[src/rtl/pipe_pkg.sv]
// Shared types for the pipeline hazard controller: FSM states and the
// per-stage enable/flush encodings used for the IF/ID .. MEM/WB registers.
package pipe_pkg;

   typedef enum logic [1:0] {
      RUN     = 2'd0,
      MEMWAIT = 2'd1,
      HALT    = 2'd2
   } state_t;

   typedef struct packed {
      logic enable;
      logic flush;
   } stageCtrl_t;

   localparam stageCtrl_t STG_PASS   = '{enable: 1'b1, flush: 1'b0};
   localparam stageCtrl_t STG_BUBBLE = '{enable: 1'b1, flush: 1'b1};
   localparam stageCtrl_t STG_HOLD   = '{enable: 1'b0, flush: 1'b0};
   // Frozen pipeline still drains a bubble into WB so no instruction retires twice.
   localparam stageCtrl_t STG_DRAIN  = '{enable: 1'b0, flush: 1'b1};
   localparam stageCtrl_t STG_OFF    = '{enable: 1'b0, flush: 1'b0};

endpackage

[src/rtl/hazard_detect.sv]
// Load-use hazard compare: a load in ID/EX writing a register that the
// instruction in IF/ID reads. Register $zero never creates a hazard.
module hazard_detect (
   input  logic [4:0] idRs,
   input  logic [4:0] idRt,
   input  logic       exMemRead,
   input  logic [4:0] exRegDest,
   output logic       loadUse
);

   always_comb begin
      loadUse = exMemRead && (exRegDest != 5'd0) &&
                ((exRegDest == idRs) || (exRegDest == idRt));
   end

endmodule

[src/rtl/pipe_hazard_ctrl.sv]
// Stall/flush sequencer for the 5-stage pipeline: load-use bubbles, MEM-stage
// branch/jump squash, data-memory wait handling with timeout, stall counter.
module pipe_hazard_ctrl
   import pipe_pkg::*;
#(
   parameter int unsigned MAX_WAIT = 16,
   parameter int unsigned CNT_W    = 32
) (
   input  logic             clock,
   input  logic             reset,
   input  logic [4:0]       idRs,
   input  logic [4:0]       idRt,
   input  logic             exMemRead,
   input  logic [4:0]       exRegDest,
   input  logic             memMemRead,
   input  logic             memMemWrite,
   input  logic             memBranchTaken,
   input  logic             memJump,
   input  logic             dmemReady,
   output logic             dmemReq,
   output logic             pcEnable,
   output logic             ifidEnable,
   output logic             idexEnable,
   output logic             exmemEnable,
   output logic             memwbEnable,
   output logic             ifidFlush,
   output logic             idexFlush,
   output logic             exmemFlush,
   output logic             memwbFlush,
   output logic             pcSel,
   output logic             memTimeout,
   output logic [CNT_W-1:0] stallCycles
);

   localparam int unsigned WAIT_W = $clog2(MAX_WAIT + 1);

   state_t            state, stateNext;
   logic [WAIT_W-1:0] waitCnt, waitNext;
   logic              timeoutNext;
   logic              loadUse;
   logic              memAcc;
   logic              normalRules;
   logic              freeze;
   stageCtrl_t        ifidCtrl, idexCtrl, exmemCtrl, memwbCtrl;

   hazard_detect uHazard (
      .idRs      (idRs),
      .idRt      (idRt),
      .exMemRead (exMemRead),
      .exRegDest (exRegDest),
      .loadUse   (loadUse)
   );

   always_comb begin
      memAcc      = memMemRead | memMemWrite;
      stateNext   = state;
      waitNext    = waitCnt;
      timeoutNext = memTimeout;
      normalRules = 1'b0;
      freeze      = 1'b0;
      dmemReq     = 1'b0;

      unique case (state)
         RUN: begin
            dmemReq = memAcc;
            if (memAcc && !dmemReady) begin
               freeze    = 1'b1;
               stateNext = MEMWAIT;
               waitNext  = WAIT_W'(1);
            end else begin
               normalRules = 1'b1;
            end
         end
         MEMWAIT: begin
            dmemReq = memAcc;
            if (!dmemReady) begin
               freeze = 1'b1;
               if (waitCnt == WAIT_W'(MAX_WAIT)) begin
                  stateNext   = HALT;
                  timeoutNext = 1'b1;
               end else begin
                  waitNext = waitCnt + WAIT_W'(1);
               end
            end else begin
               normalRules = 1'b1;
               stateNext   = RUN;
            end
         end
         HALT: begin
            freeze = 1'b1;
         end
         default: begin
            freeze    = 1'b1;
            stateNext = RUN;
         end
      endcase

      pcEnable  = 1'b1;
      pcSel     = 1'b0;
      ifidCtrl  = STG_PASS;
      idexCtrl  = STG_PASS;
      exmemCtrl = STG_PASS;
      memwbCtrl = STG_PASS;

      if (freeze) begin
         pcEnable  = 1'b0;
         ifidCtrl  = STG_HOLD;
         idexCtrl  = STG_HOLD;
         exmemCtrl = STG_HOLD;
         memwbCtrl = STG_DRAIN;
      end else if (normalRules) begin
         // Redirect wins over load-use: the stalled instruction is squashed anyway.
         if (memBranchTaken || memJump) begin
            pcSel     = 1'b1;
            ifidCtrl  = STG_BUBBLE;
            idexCtrl  = STG_BUBBLE;
            exmemCtrl = STG_BUBBLE;
         end else if (loadUse) begin
            pcEnable = 1'b0;
            ifidCtrl = STG_HOLD;
            idexCtrl = STG_BUBBLE;
         end
      end

      if (reset) begin
         dmemReq   = 1'b0;
         pcEnable  = 1'b0;
         pcSel     = 1'b0;
         ifidCtrl  = STG_OFF;
         idexCtrl  = STG_OFF;
         exmemCtrl = STG_OFF;
         memwbCtrl = STG_OFF;
      end

      ifidEnable  = ifidCtrl.enable;
      ifidFlush   = ifidCtrl.flush;
      idexEnable  = idexCtrl.enable;
      idexFlush   = idexCtrl.flush;
      exmemEnable = exmemCtrl.enable;
      exmemFlush  = exmemCtrl.flush;
      memwbEnable = memwbCtrl.enable;
      memwbFlush  = memwbCtrl.flush;
   end

   always_ff @(posedge clock or posedge reset) begin
      if (reset) begin
         state       <= RUN;
         waitCnt     <= '0;
         memTimeout  <= 1'b0;
         stallCycles <= '0;
      end else begin
         state      <= stateNext;
         waitCnt    <= waitNext;
         memTimeout <= timeoutNext;
         if (!pcEnable) begin
            stallCycles <= stallCycles + CNT_W'(1);
         end
      end
   end

endmodule

[config.mk]
export PLATFORM = sky130hd
export DESIGN_NAME = pipe_hazard_ctrl
export DESIGN_NICKNAME = d
export VERILOG_FILES = /design/src/rtl/pipe_pkg.sv /design/src/rtl/hazard_detect.sv /design/src/rtl/pipe_hazard_ctrl.sv
export SDC_FILE = /design/constraint.sdc
export NUM_CORES = 1
export LEC_CHECK = 0
export ABC_CLOCK_PERIOD_IN_PS = 4980
export CORE_UTILIZATION = 50
export DETAILED_ROUTE_END_ITERATION = 10
export PLACE_DENSITY = 0.86
export REMOVE_ABC_BUFFERS = 1
export SLEW_MARGIN = 10
export SYNTH_ARGS = -nofsm -noshare
export SYNTH_HDL_FRONTEND = slang
export SYNTH_SLANG_ARGS = --single-unit
[constraint.sdc]
create_clock -name clock -period 4.98 [get_ports clock]
set_clock_uncertainty 0.1 [all_clocks]
set_input_delay 1.245 -clock clock [delete_from_list [all_inputs] [get_ports clock]]
set_output_delay 1.245 -clock clock [all_outputs]
set_load 0.01 [all_outputs]
==> impl_metrics.json, run 1 <==
{
  "cp.required_ns": 3.63,
  "finalHoldViolCount": 0,
  "start_util_pct": 52.30,
  "drive_above_1_share_pct": 6.835,
  "status": "finished, final reports clean",
  "fp-row-count": 23,
  "dieArea_sq_mm": 0.004447,
  "netlist_area_sq_mm": 0.002092,
  "cap_violations": 0,
  "gp_congestion": 0.7278,
  "n_fill_cell": 307,
  "antenna_found_initial": 0,
  "path_cells": "clkdlybuf4s50_1 -> or4_1 -> o21a_1 -> a31oi_2 -> clkdlybuf4s50_1",
  "crit_top_cell": "clkdlybuf4s50_1",
  "finalCritPeriodShare_pct": 94.44,
  "ys_ff_latch": 40,
  "yosys.area_share.simple_pct": 22.31,
  "drt-initial-drc-count": 53,
  "cts_sinks": 40,
  "grt_max_degree": 40,
  "synth_xor_area_share_pct": 18.42,
  "regArea_sq_mm": 0.001001,
  "synth-edff-count": 0,
  "final-setup-viol-count": 0,
  "grt_pass1_wl_mm": 7.272,
  "swShare_pct": 32.39,
  "cts_buffers": 5,
  "grt_pass1_vias": 1670,
  "ys_seq_area_share_pct": 47.85,
  "grt-ovfl-total": 0,
  "hold_path.class": "reg2reg",
  "seqPwrFrac_pct": 45.5,
  "async_reset_ff_share_pct": 100.0,
  "p_leak_uw": 0.001157,
  "cts_tree": "yes",
  "ant_nets": 0,
  "wl_mm": 4.346,
  "ios": 67,
  "yosys.cell_types.count": 34,
  "synthAdderAreaFrac_pct": 1.794,
  "startpoint_type": "input port",
  "drcViolationCount": 0,
  "crit_arrival_ns": 3.36,
  "synth_top_family_by_area": "simple AND/OR/NAND/NOR gates",
  "p_int_uw": 678.8,
  "cts_buffer_depth": 2,
  "area_growth_pct": 37.26,
  "chipHeight_um": 66.69,
  "path_clk_slew_ns": 0.08,
  "grt_setup_unrepaired": "no",
  "drt_pass1_iterations": 4,
  "irDropWorstVdd_uv": 245.6,
  "synth.mux.area_fraction_pct": 0.5383,
  "clkLatencyLatePin_ns": 0.29,
  "finalMaxSlewViolations": 0,
  "synthCells": 211,
  "synth_compound_area_share_pct": 3.768,
  "viasPerCell": 5.076,
  "grt_usage_pct": 21.77,
  "cpPeakStageDelay_ns": 0.59,
  "cts_resized": 0,
  "dpl.hpwl_mm": 3.267,
  "avgSynthCellArea_sq_um": 9.915,
  "synth_flop_cell": "dfrtp_1",
  "power_frac_comb_pct": 31.7,
  "clock.fmax_ghz": 0.2126,
  "tns_ns": 0,
  "postCtsSetupRepairBufs": 0,
  "final_cell_mix": "clkdlybuf4s50_1, dfrtp_1, nor2_1",
  "wl_per_cell_um": 13.25,
  "antenna_cells": 0,
  "criticalPathCategory": "in2out",
  "path_max_fanout": 3,
  "cts-root-buf": "clkbuf_8",
  "whs_ns": 0.3690,
  "io_buffers": 66,
  "crit_path_top_delay_cell": "clkdlybuf4s50_1",
  "vias": 1665,
  "worstMarginPinSlew_ns": 0.6517,
  "pwr-share-clk_pct": 22.8,
  "power.switching_uw": 325.2,
  "fin_crit_ns": 4.703,
  "end_kind": "output port",
  "power_density_mw_per_mm2": 349.7,
  "final_common_cell": "clkdlybuf4s50_1",
  "ctsHoldBuffers": 0,
  "slew_headroom_pct": 56.55,
  "layout.nets": 303,
  "yosysWarnings": 0,
  "multiInputGateArea_sq_um": 985.9,
  "die_w_um": 66.69,
  "h-tree-depth": 2,
  "coreArea_sq_mm": 0.004000
}
-- worst paths after layout --
path,startpoint,to,slack [ns],cells past startpoint
worst max-delay path,exRegDest[0],ifidEnable,0.28,5
worst min-delay path,stallCycles[31],stallCycles[31],0.37,1
worst max register to register,state[0],stallCycles[27],2.51,6
worst min register to register,stallCycles[31],stallCycles[31],0.37,1
max in group asynchronous,reset,stallCycles[19],3.07,3
min in group asynchronous,reset,memTimeout,1.05,2
-- logic make-up after synthesis --
kind of cell	count (synthesis)
AOI/OAI and AO/OA	11
and+or+nand+nor	90
adders and majority gates	3
xor gates and xnor gates	44
buffers and inverters	22
DFF	40
muxes	1
-- layer usage --
metal / wire, um / vias up / track usage, % / part of all wire [%]
met5: 0 / - / 0 / 0
met4: 30 / 0 / 6.649 / 0.69
met3: 233 / 2 / 4.623 / 5.4
met2: 2163 / 53 / 36.99 / 50
met1: 1918 / 782 / 27.51 / 44
li1: - / 828 / - / -
-- critical path: cells and delay by family --
family | cells | cell delay (ns)
AO/OA/AOI/OAI | 2 | 0.50
buffers and inverters | 2 | 1.06
AND/OR/NAND/NOR | 1 | 0.55
-- Yosys cell counts, types with 2 or more instances --
| cell type | n | area share (%) |
|---|---|---|
| a21o_1 | 2 | 0.72 |
| a21oi_1 | 2 | 0.48 |
| and3_1 | 3 | 0.90 |
| buf_2 | 2 | 0.48 |
| buf_4 | 5 | 1.8 |
| dfrtp_1 | 40 | 48 |
| ha_1 | 3 | 1.8 |
| inv_1 | 13 | 2.3 |
| nand2_1 | 14 | 2.5 |
| nand2b_1 | 4 | 1.2 |
| nand3_1 | 9 | 2.2 |
| nand4_1 | 9 | 2.7 |
| nor2_1 | 24 | 4.3 |
| nor3_1 | 12 | 2.9 |
| nor4_1 | 4 | 1.2 |
| nor4b_1 | 2 | 0.84 |
| o21a_1 | 2 | 0.72 |
| or2_2 | 2 | 0.60 |
| or3_1 | 2 | 0.60 |
| xnor2_1 | 21 | 8.8 |
| xor2_1 | 23 | 9.6 |
-- power groups by stage --
| stage | registers [uW] | clock network, uW | logic [uW] |
|---|---|---|---|
| 2_1_floorplan | 475 | 0 | 134 |
| 5_1_grt | 468 | 246 | 351 |
| 3_3_place_gp | 460 | 0 | 311 |
| 6_report | 457 | 229 | 318 |
| 3_5_place_dp | 463 | 0 | 321 |
| 4_1_cts | 457 | 232 | 322 |
-- sequential cells by signal, summed over array words and instances (netlist names) --
| signal | cells |
|---|---|
| state | 2 |
| waitCnt | 5 |
| memTimeout | 1 |
| stallCycles | 32 |
-- final cells by class --
cell class / count / area share [%]
Multi-Input combinational cell: 149 / 34.34
Tap cell: 50 / 2.179
Clock buffer: 6 / 2.876
Clock inverter: 2 / 0.5229
Sequential cell: 40 / 34.86
Inverter: 13 / 1.699
Timing Repair Buffer: 68 / 23.53
-- stage by stage --
step / std cells / instance area [sq um] / util [%] / setup WS (ns) / power, uW
floorplan: 202 / 2029 / - / 0.6047 / 608.6
global placement: 320 / 2774 / 69.35 / 0.3199 / 771.5
detailed placement: 320 / 2774 / 69.35 / 0.2792 / 783.6
CTS: 328 / 2872 / 71.79 / 0.2692 / 1011
global route: 328 / 2872 / 71.79 / 0.1969 / 1065
finish: 328 / 2872 / 71.79 / 0.2767 / 1004
Note: power is estimated with default switching activity, not from simulation.
==> run 2: changes to the inputs <==
--- a/config.mk
+++ b/config.mk
@@ -5,11 +5,12 @@
 export SDC_FILE = /design/constraint.sdc
 export NUM_CORES = 1
 export LEC_CHECK = 0
-export ABC_CLOCK_PERIOD_IN_PS = 4980
-export CORE_UTILIZATION = 50
+export ABC_CLOCK_PERIOD_IN_PS = 4300
+export CORE_UTILIZATION = 42
 export DETAILED_ROUTE_END_ITERATION = 10
-export PLACE_DENSITY = 0.86
+export PLACE_DENSITY = 0.75
 export REMOVE_ABC_BUFFERS = 1
+export SKIP_LAST_GASP = 1
 export SLEW_MARGIN = 10
 export SYNTH_ARGS = -nofsm -noshare
 export SYNTH_HDL_FRONTEND = slang
==> constraint.sdc (replaced) <==
create_clock -name clock -period 4.3 [get_ports clock]
set_clock_uncertainty 0.1 [all_clocks]
set_input_delay 1.075 -clock clock [delete_from_list [all_inputs] [get_ports clock]]
set_output_delay 1.075 -clock clock [all_outputs]
set_load 0.01 [all_outputs]
==> run 2 against run 1 <==
  * Sequential share of layout area fell by 0.93 points
  * Combinational power up 16%
  * Critical path depth stayed put
  * Cell count up 6.7%
  * Final area increased by 2.7%
  * Die area is 18% higher
  * Global-route usage shrank 4.3 points
  * Clock-buffer cell count shrank 1
  * Utilization is 9.7 points lower
  * Clock power is 32% higher
  * Power up 19%
  * Largest power group unchanged
==> impl_metrics.json, run 2 (synthesized netlist as in run 1, its figures left out) <==
{
  "status": "finished, final reports clean",
  "area_growth_pct": 41.03,
  "cts-root-buf": "clkbuf_8",
  "drt_pass1_iterations": 4,
  "reg2reg_slack_ns": 1.78,
  "grt_pass1_vias": 1575,
  "p_leak_uw": 0.001192,
  "criticalPathCategory": "in2out",
  "coreArea_sq_mm": 0.004755,
  "final_cell_mix": "clkdlybuf4s50_1, dfrtp_1, nor2_1",
  "viasPerCell": 4.823,
  "postCtsSetupRepairBufs": 0,
  "hold_path.class": "reg2reg",
  "cts_sinks": 40,
  "h-tree-depth": 2,
  "reg2reg_from": "state[0]",
  "power_uw": 1197,
  "antenna_cells": 0,
  "grt_usage_pct": 17.46,
  "fp-row-count": 25,
  "finalCritPeriodShare_pct": 98.91,
  "cp.required_ns": 3.12,
  "io_buffers": 66,
  "ios": 67,
  "startpoint_type": "input port",
  "crit_arrival_ns": 3.08,
  "final-setup-viol-count": 0,
  "top_register": "stallCycles",
  "dieArea_sq_mm": 0.005267,
  "final_common_cell": "clkdlybuf4s50_1",
  "path_clk_slew_ns": 0.08,
  "power_density_mw_per_mm2": 405.7,
  "vias": 1688,
  "gp_congestion": 0.7513,
  "drcViolationCount": 0,
  "min_to": "stallCycles[31]",
  "cts_tree": "yes",
  "whs_ns": 0.3660,
  "layout.nets": 308,
  "min_from": "stallCycles[31]",
  "r2r_cells": 7,
  "ant_nets": 0,
  "cap_violations": 0,
  "largest_register_ffs": 32,
  "wl_mm": 4.286,
  "finalHoldViolCount": 0,
  "end_kind": "output port",
  "path_max_fanout": 3,
  "grt-ovfl-total": 0,
  "grt_pass1_wl_mm": 7.003,
  "worstMarginPinSlew_ns": 0.6940,
  "ctsHoldBuffers": 0,
  "antenna_found_initial": 0,
  "fin_crit_ns": 4.253,
  "die_w_um": 72.58,
  "irDropWorstVdd_uv": 247.1,
  "drt-initial-drc-count": 31,
  "reg2reg_to": "stallCycles[23]",
  "cts_buffers": 5,
  "dpl.hpwl_mm": 3.187,
  "clkLatencyLatePin_ns": 0.29,
  "grt_setup_unrepaired": "yes",
  "chipHeight_um": 72.58,
  "drive_above_1_share_pct": 8.834,
  "slew_headroom_pct": 53.73,
  "wl_per_cell_um": 12.25,
  "grt_max_degree": 41,
  "reg_top3": "stallCycles (32), waitCnt (5), state (2)",
  "start_util_pct": 44.00,
  "finalMaxSlewViolations": 0,
  "tns_ns": 0,
  "cts_buffer_depth": 2,
  "clock.fmax_ghz": 0.2351,
  "hold_depth": 1,
  "cts_resized": 0
}
run 2: final cells by class:
cell class | instances | area, sq um
Clock buffer | 5 | 68.82
Inverter | 13 | 48.80
Tap cell | 67 | 83.83
Clock inverter | 3 | 42.54
Fill cell | 428 | 1804
Multi-Input combinational cell | 149 | 992.2
Timing Repair Buffer | 73 | 713.2
Sequential cell | 40 | 1001
run 2: metal layers:
metal / routed length (um) / GRT usage (%)
met1: 2027 / 22.92
met2: 1939 / 27.93
met3: 288 / 5.525
met4: 30 / 4.793
met5: 0 / 0
run 2: worst max path at each step:
stage | end | cells past startpoint | startpoint | slack (ns)
2_1_floorplan | ifidEnable | 3 | exRegDest[0] | 0.26
3_3_place_gp | pcEnable | 5 | exRegDest[0] | 0.04
3_5_place_dp | pcEnable | 5 | exRegDest[0] | 0.04
4_1_cts | pcEnable | 5 | exRegDest[0] | 0.03
5_1_grt | pcEnable | 5 | exRegDest[0] | -0.02
6_report | pcEnable | 5 | exRegDest[0] | 0.05
run 2: worst max-delay path, cell delays in order:
cell             delay (ns)
clkdlybuf4s50_1        0.41
or4_1                  0.52
o21a_1                 0.21
a31oi_2                0.28
clkdlybuf4s50_1        0.59
run 2: metrics by stage:
stage	setup slack (ns)	cells	utilization (%)	cell area (sq um)
after floorplan	0.2647	202	-	2029
after global placement	0.03747	342	59.58	2833
after detailed placement	0.04274	342	59.58	2833
after CTS	0.03038	350	61.92	2944
after global routing	-0.01635	350	62.05	2950
final	0.04692	350	62.05	2950
run 2: report_power, final:
part           internal, uW  switching, uW
Clock                   172            130
Sequential              447           79.8
Combinational           212            156
==> run 3: changes to the inputs <==
--- a/config.mk
+++ b/config.mk
@@ -6,9 +6,10 @@
 export NUM_CORES = 1
 export LEC_CHECK = 0
 export ABC_CLOCK_PERIOD_IN_PS = 4300
-export CORE_UTILIZATION = 42
+export CORE_UTILIZATION = 50
 export DETAILED_ROUTE_END_ITERATION = 10
-export PLACE_DENSITY = 0.75
+export DONT_BUFFER_PORTS = 1
+export PLACE_DENSITY = 0.66
 export REMOVE_ABC_BUFFERS = 1
 export SKIP_LAST_GASP = 1
 export SLEW_MARGIN = 10
==> run 3 against run 2 <==
  * Global-route usage grew 3.6 points
  * Register-to-register slack got worse by 0.24 ns
  * Sequential power up 7.0%
  * Worst hold slack better by 0.076 ns
  * Sequential cell count is the same
  * Via count shrank 13%
  * Critical path depth shrank 2
  * Sequential share of layout area rose by 11 points
  * Utilization shrank 6.5 points
  * Final area decreased by 25%
  * Combinational power decreased by 50%
  * Non-clock buffer count fell by 71
==> impl_metrics.json, run 3 (synthesized netlist as in run 1, its figures left out) <==
{
  "fin_area_sq_mm": 0.002221,
  "final_common_cell": "dfrtp_1",
  "cts-root-buf": "clkbuf_8",
  "finalHoldViolCount": 0,
  "antenna_cells": 0,
  "wl_per_cell_um": 15.71,
  "power_density_mw_per_mm2": 468.9,
  "criticalPathCategory": "in2out",
  "tns_ns": 0,
  "vias": 1468,
  "grt_max_degree": 39,
  "drive_above_1_share_pct": 8.491,
  "pwr-share-clk_pct": 28.1,
  "grt-ovfl-total": 0,
  "post-place-cells": 254,
  "grt_usage_pct": 21.11,
  "finalMaxSlewViolations": 0,
  "crit_arrival_ns": 2.25,
  "p_leak_uw": 0.0009120,
  "placed_cell_area_sq_mm": 0.002113,
  "postCtsSetupRepairBufs": 0,
  "r2r_cells": 6,
  "start_util_pct": 52.30,
  "cts_sinks": 40,
  "seqPwrFrac_pct": 54.1,
  "layout.nets": 237,
  "cts_resized": 0,
  "reg2reg_from": "state[0]",
  "cts_tree": "yes",
  "p_int_uw": 703.8,
  "startpoint_type": "input port",
  "cap_violations": 0,
  "coreArea_sq_mm": 0.004000,
  "io_buffers": 0,
  "power_frac_comb_pct": 17.7,
  "power.switching_uw": 337.7,
  "finalCritPeriodShare_pct": 79.74,
  "drt-initial-drc-count": 89,
  "grt_pass1_wl_mm": 6.844,
  "clkLatencyLatePin_ns": 0.28,
  "dpl.hpwl_mm": 3.001,
  "cp.required_ns": 3.12,
  "ant_nets": 0,
  "area_growth_pct": 6.160,
  "post-route-util_pct": 55.52,
  "final_cell_mix": "dfrtp_1, nor2_1, xor2_1",
  "slew_headroom_pct": 55.90,
  "pre_cts_slack_ns": 0.8819,
  "largest_register_ffs": 32,
  "grt_pass1_vias": 1517,
  "chipHeight_um": 66.69,
  "h-tree-depth": 2,
  "wl_mm": 4.116,
  "hold_path.class": "in2async",
  "viasPerCell": 5.603,
  "cts_buffer_depth": 2,
  "n_fill_cell": 338,
  "worstMarginPinSlew_ns": 0.6603,
  "final-setup-viol-count": 0,
  "path_max_fanout": 3,
  "fp-row-count": 23,
  "clock.fmax_ghz": 0.2917,
  "path_clk_slew_ns": 0.07,
  "reg2reg_to": "stallCycles[23]",
  "top_register": "stallCycles",
  "status": "finished, final reports clean",
  "gp_congestion": 0.7125,
  "end_kind": "output port",
  "drcViolationCount": 0,
  "die_w_um": 66.69,
  "layout_setup_ws_ns": 0.8713,
  "antenna_found_initial": 0,
  "fin_crit_ns": 3.429,
  "fin_cells": 262,
  "ios": 67,
  "reg_top3": "stallCycles (32), waitCnt (5), state (2)",
  "ctsHoldBuffers": 0,
  "irDropWorstVdd_uv": 362.1,
  "drt_pass1_iterations": 4,
  "reg2reg_slack_ns": 1.54,
  "grt_setup_unrepaired": "no",
  "crit_start": "exRegDest[0]",
  "cts_buffers": 5,
  "dieArea_sq_mm": 0.004447,
  "swShare_pct": 32.42
}
==> run 3: worst max path at each step <==
stage	end	slack, ns	cells after the start
2_1_floorplan	ifidEnable	0.26	3
3_3_place_gp	ifidEnable	0.92	3
3_5_place_dp	pcEnable	0.88	3
4_1_cts	pcEnable	0.88	3
5_1_grt	ifidEnable	0.83	3
6_report	ifidEnable	0.87	3
==> run 3: power by group through the flow <==
| stage | Clock, uW | Combinational [uW] | Sequential, uW |
|---|---|---|---|
| after global routing | 323 | 215 | 575 |
| after global placement | 0 | 175 | 567 |
| after CTS | 304 | 187 | 564 |
| after detailed placement | 0 | 185 | 571 |
| after floorplan | 0 | 155 | 550 |
| final | 293 | 185 | 564 |
==> run 3: layout make-up <==
| cell class | instances | area, sq um | area share, % |
|---|---|---|---|
| multi-input combinational | 149 | 985.9 | 44.39 |
| inverter | 13 | 48.80 | 2.197 |
| tap | 50 | 62.56 | 2.817 |
| sequential | 40 | 1001 | 45.07 |
| clock buffer | 6 | 72.57 | 3.268 |
| clock inverter | 2 | 35.03 | 1.577 |
| timing repair buffer | 2 | 15.01 | 0.6761 |
==> run 3: through the flow <==
| stage | hold WS [ns] | power, uW |
|---|---|---|
| after floorplan | 0.4039 | 704.8 |
| after global placement | 0.4268 | 742.3 |
| after detailed placement | 0.4470 | 756.3 |
| after CTS | 0.4272 | 1055 |
| after global routing | 0.4215 | 1113 |
| final | 0.4415 | 1041 |
==> run 3: critical path, stage by stage <==
cell,delay [ns]
or4_1,0.54
o21a_1,0.22
a31oi_2,0.42
==> run 3: layer usage <==
layer / GRT usage (%) / share of wire, %
met1: 24.86 / 41
met2: 34.47 / 51
met3: 7.877 / 6.3
met4: 8.511 / 1.6
met5: 0 / 0
==> patch (settings of run 1) <==
Reset style: synchronous (`reset`), changed in one clocked block.
--- a/src/rtl/pipe_hazard_ctrl.sv
+++ b/src/rtl/pipe_hazard_ctrl.sv
@@ -142,7 +142,7 @@
       memwbFlush  = memwbCtrl.flush;
    end
 
-   always_ff @(posedge clock or posedge reset) begin
+   always_ff @(posedge clock) begin
       if (reset) begin
          state       <= RUN;
          waitCnt     <= '0;
Formal check against the unedited RTL: differs if reset is asserted again (counterexample within 4 cycles, from zero or initial values and one cycle with reset high); with reset held inactive, the same outputs for 10 cycles.
==> patch against run 1 <==
Wire length is 16% higher. Global-route usage is 1.6 points higher. Sequential cell count stayed put. Area after synthesis is 4.7% higher. Synthesized cell count is 25% higher. Critical path depth is 1 higher. Cell area is 1.0% higher. Register-to-register slack better by 0.11 ns. Worst setup slack better by 0.056 ns. Critical path type unchanged.
Power is not compared: it rests on default switching activity, and its combinational part moved more than twofold at a synthesized area within 25%.
==> patch: results <==
group,metric,value,unit
pwr,total_power,0.0006383,W
critical_path,reg2reg_from,"state[0]$_SDFFE_PP0P_",
hold_path,min_from,"memTimeout$_SDFFE_PP0P_",
yosys,ys_top_cells_by_count,"40 x dfxtp_1, 31 x a21oi_1, 19 x o21ai_1",
layout,seq_area,800.8,µm²
layout,bufAreaShareNonClock,0.2354,
global_routing,track_usage,0.2340,
detailed_routing,wl_per_cell,13.47,µm
clocking,path_clk_slew,0.07,ns
placed_design,place_area,2811,µm²
detailed_routing,drt_iter0_markers,135,
layout,num-fill-cells,345,
sta,whs,0.3571,ns
global_routing,grt_pass1_vias,1873,
critical_path,arrival,3.30,ns
layout,final_nets,349,
critical_path,reg2reg_slack,2.62,ns
hold_path,worstHoldPathCells,2,
yosys,synth.area.mux_share,0.004569,
placed_design,gp_congestion,0.7776,
die,core_region_area,4115,µm²
detailed_routing,vias,2120,
critical_path,rr_worst_depth,6,
yosys,synth_xor_xnor_area_share,0.05597,
layout,area_growth,32.44,%
layout,final-clk-cell-share,0.03105,
detailed_routing,via_per_inst,5.668,
yosys,synth_fa_ha_area_frac,0.01713,
layout,num-nonclk-buffers,69,
yosys,synth_ff_type,"dfxtp_1",
layout,seq_cells,40,
global_routing,grt_start_max_net_pins,41,
global_routing,grt_pass1_wl,8245,µm
placed_design,dp_slack,0.3274,ns
yosys,synth-seq-area-share,0.3655,
layout,n_all_inverters,12,
layout,multi_input_gates,195,
yosys,synthDistinctLibCells,46,
yosys,async_flop_share,0,
layout,nClkBuffers,8,
outcome,status,"complete, no violations",
layout,n_antenna_cell,0,
critical_path,r2r-end,"stallCycles[22]$_SDFFE_PP0N_",
layout,drive_gt1_frac,0.08025,
pwr,ir_drop,0.2023,mV
placed_design,place_hpwl,3625,µm
layout,multi_input_area_share,0.4204,
yosys,postSynthCellCount,264,
yosys,synth_compound_area_frac,0.2050,
hold_path,min_to,"memTimeout$_SDFFE_PP0P_",
yosys,synthTopCellsByArea,"dfxtp_1 37%, a21oi_1 7.1%, xnor2_1 4.4%",
yosys,yosysWarnings,0,
placed_design,dp.cells,366,
placed_design,io_buffer_count,66,
clocking,cts_htree_levels,2,
## patch: critical path, cell delays in order
cell and delay, ns:
clkdlybuf4s50_1 0.46, or4_1 0.55, o21ai_2 0.21, inv_2 0.08, a31oi_4 0.21, clkdlybuf4s50_1 0.56
## patch: how the worst max path moves through the flow
stage / start / end / slack (ns)
after floorplan: exRegDest[0] / ifidEnable / 1.11
after global placement: exRegDest[0] / pcEnable / 0.36
after detailed placement: exRegDest[0] / ifidEnable / 0.33
after CTS: exRegDest[0] / ifidEnable / 0.33
after global routing: exRegDest[0] / pcEnable / 0.20
final: exRegDest[0] / ifidEnable / 0.33
## patch: routing by layer
metal / share of wire / wire length, µm / global-route usage / up-vias
li1: - / - / - / 1074
met5: 0 / 0 / 0 / -
met2: 0.51 / 2547 / 0.4056 / 38
met4: 0.0079 / 40 / 0.07552 / 0
met3: 0.031 / 154 / 0.04500 / 5
met1: 0.46 / 2295 / 0.2877 / 1003
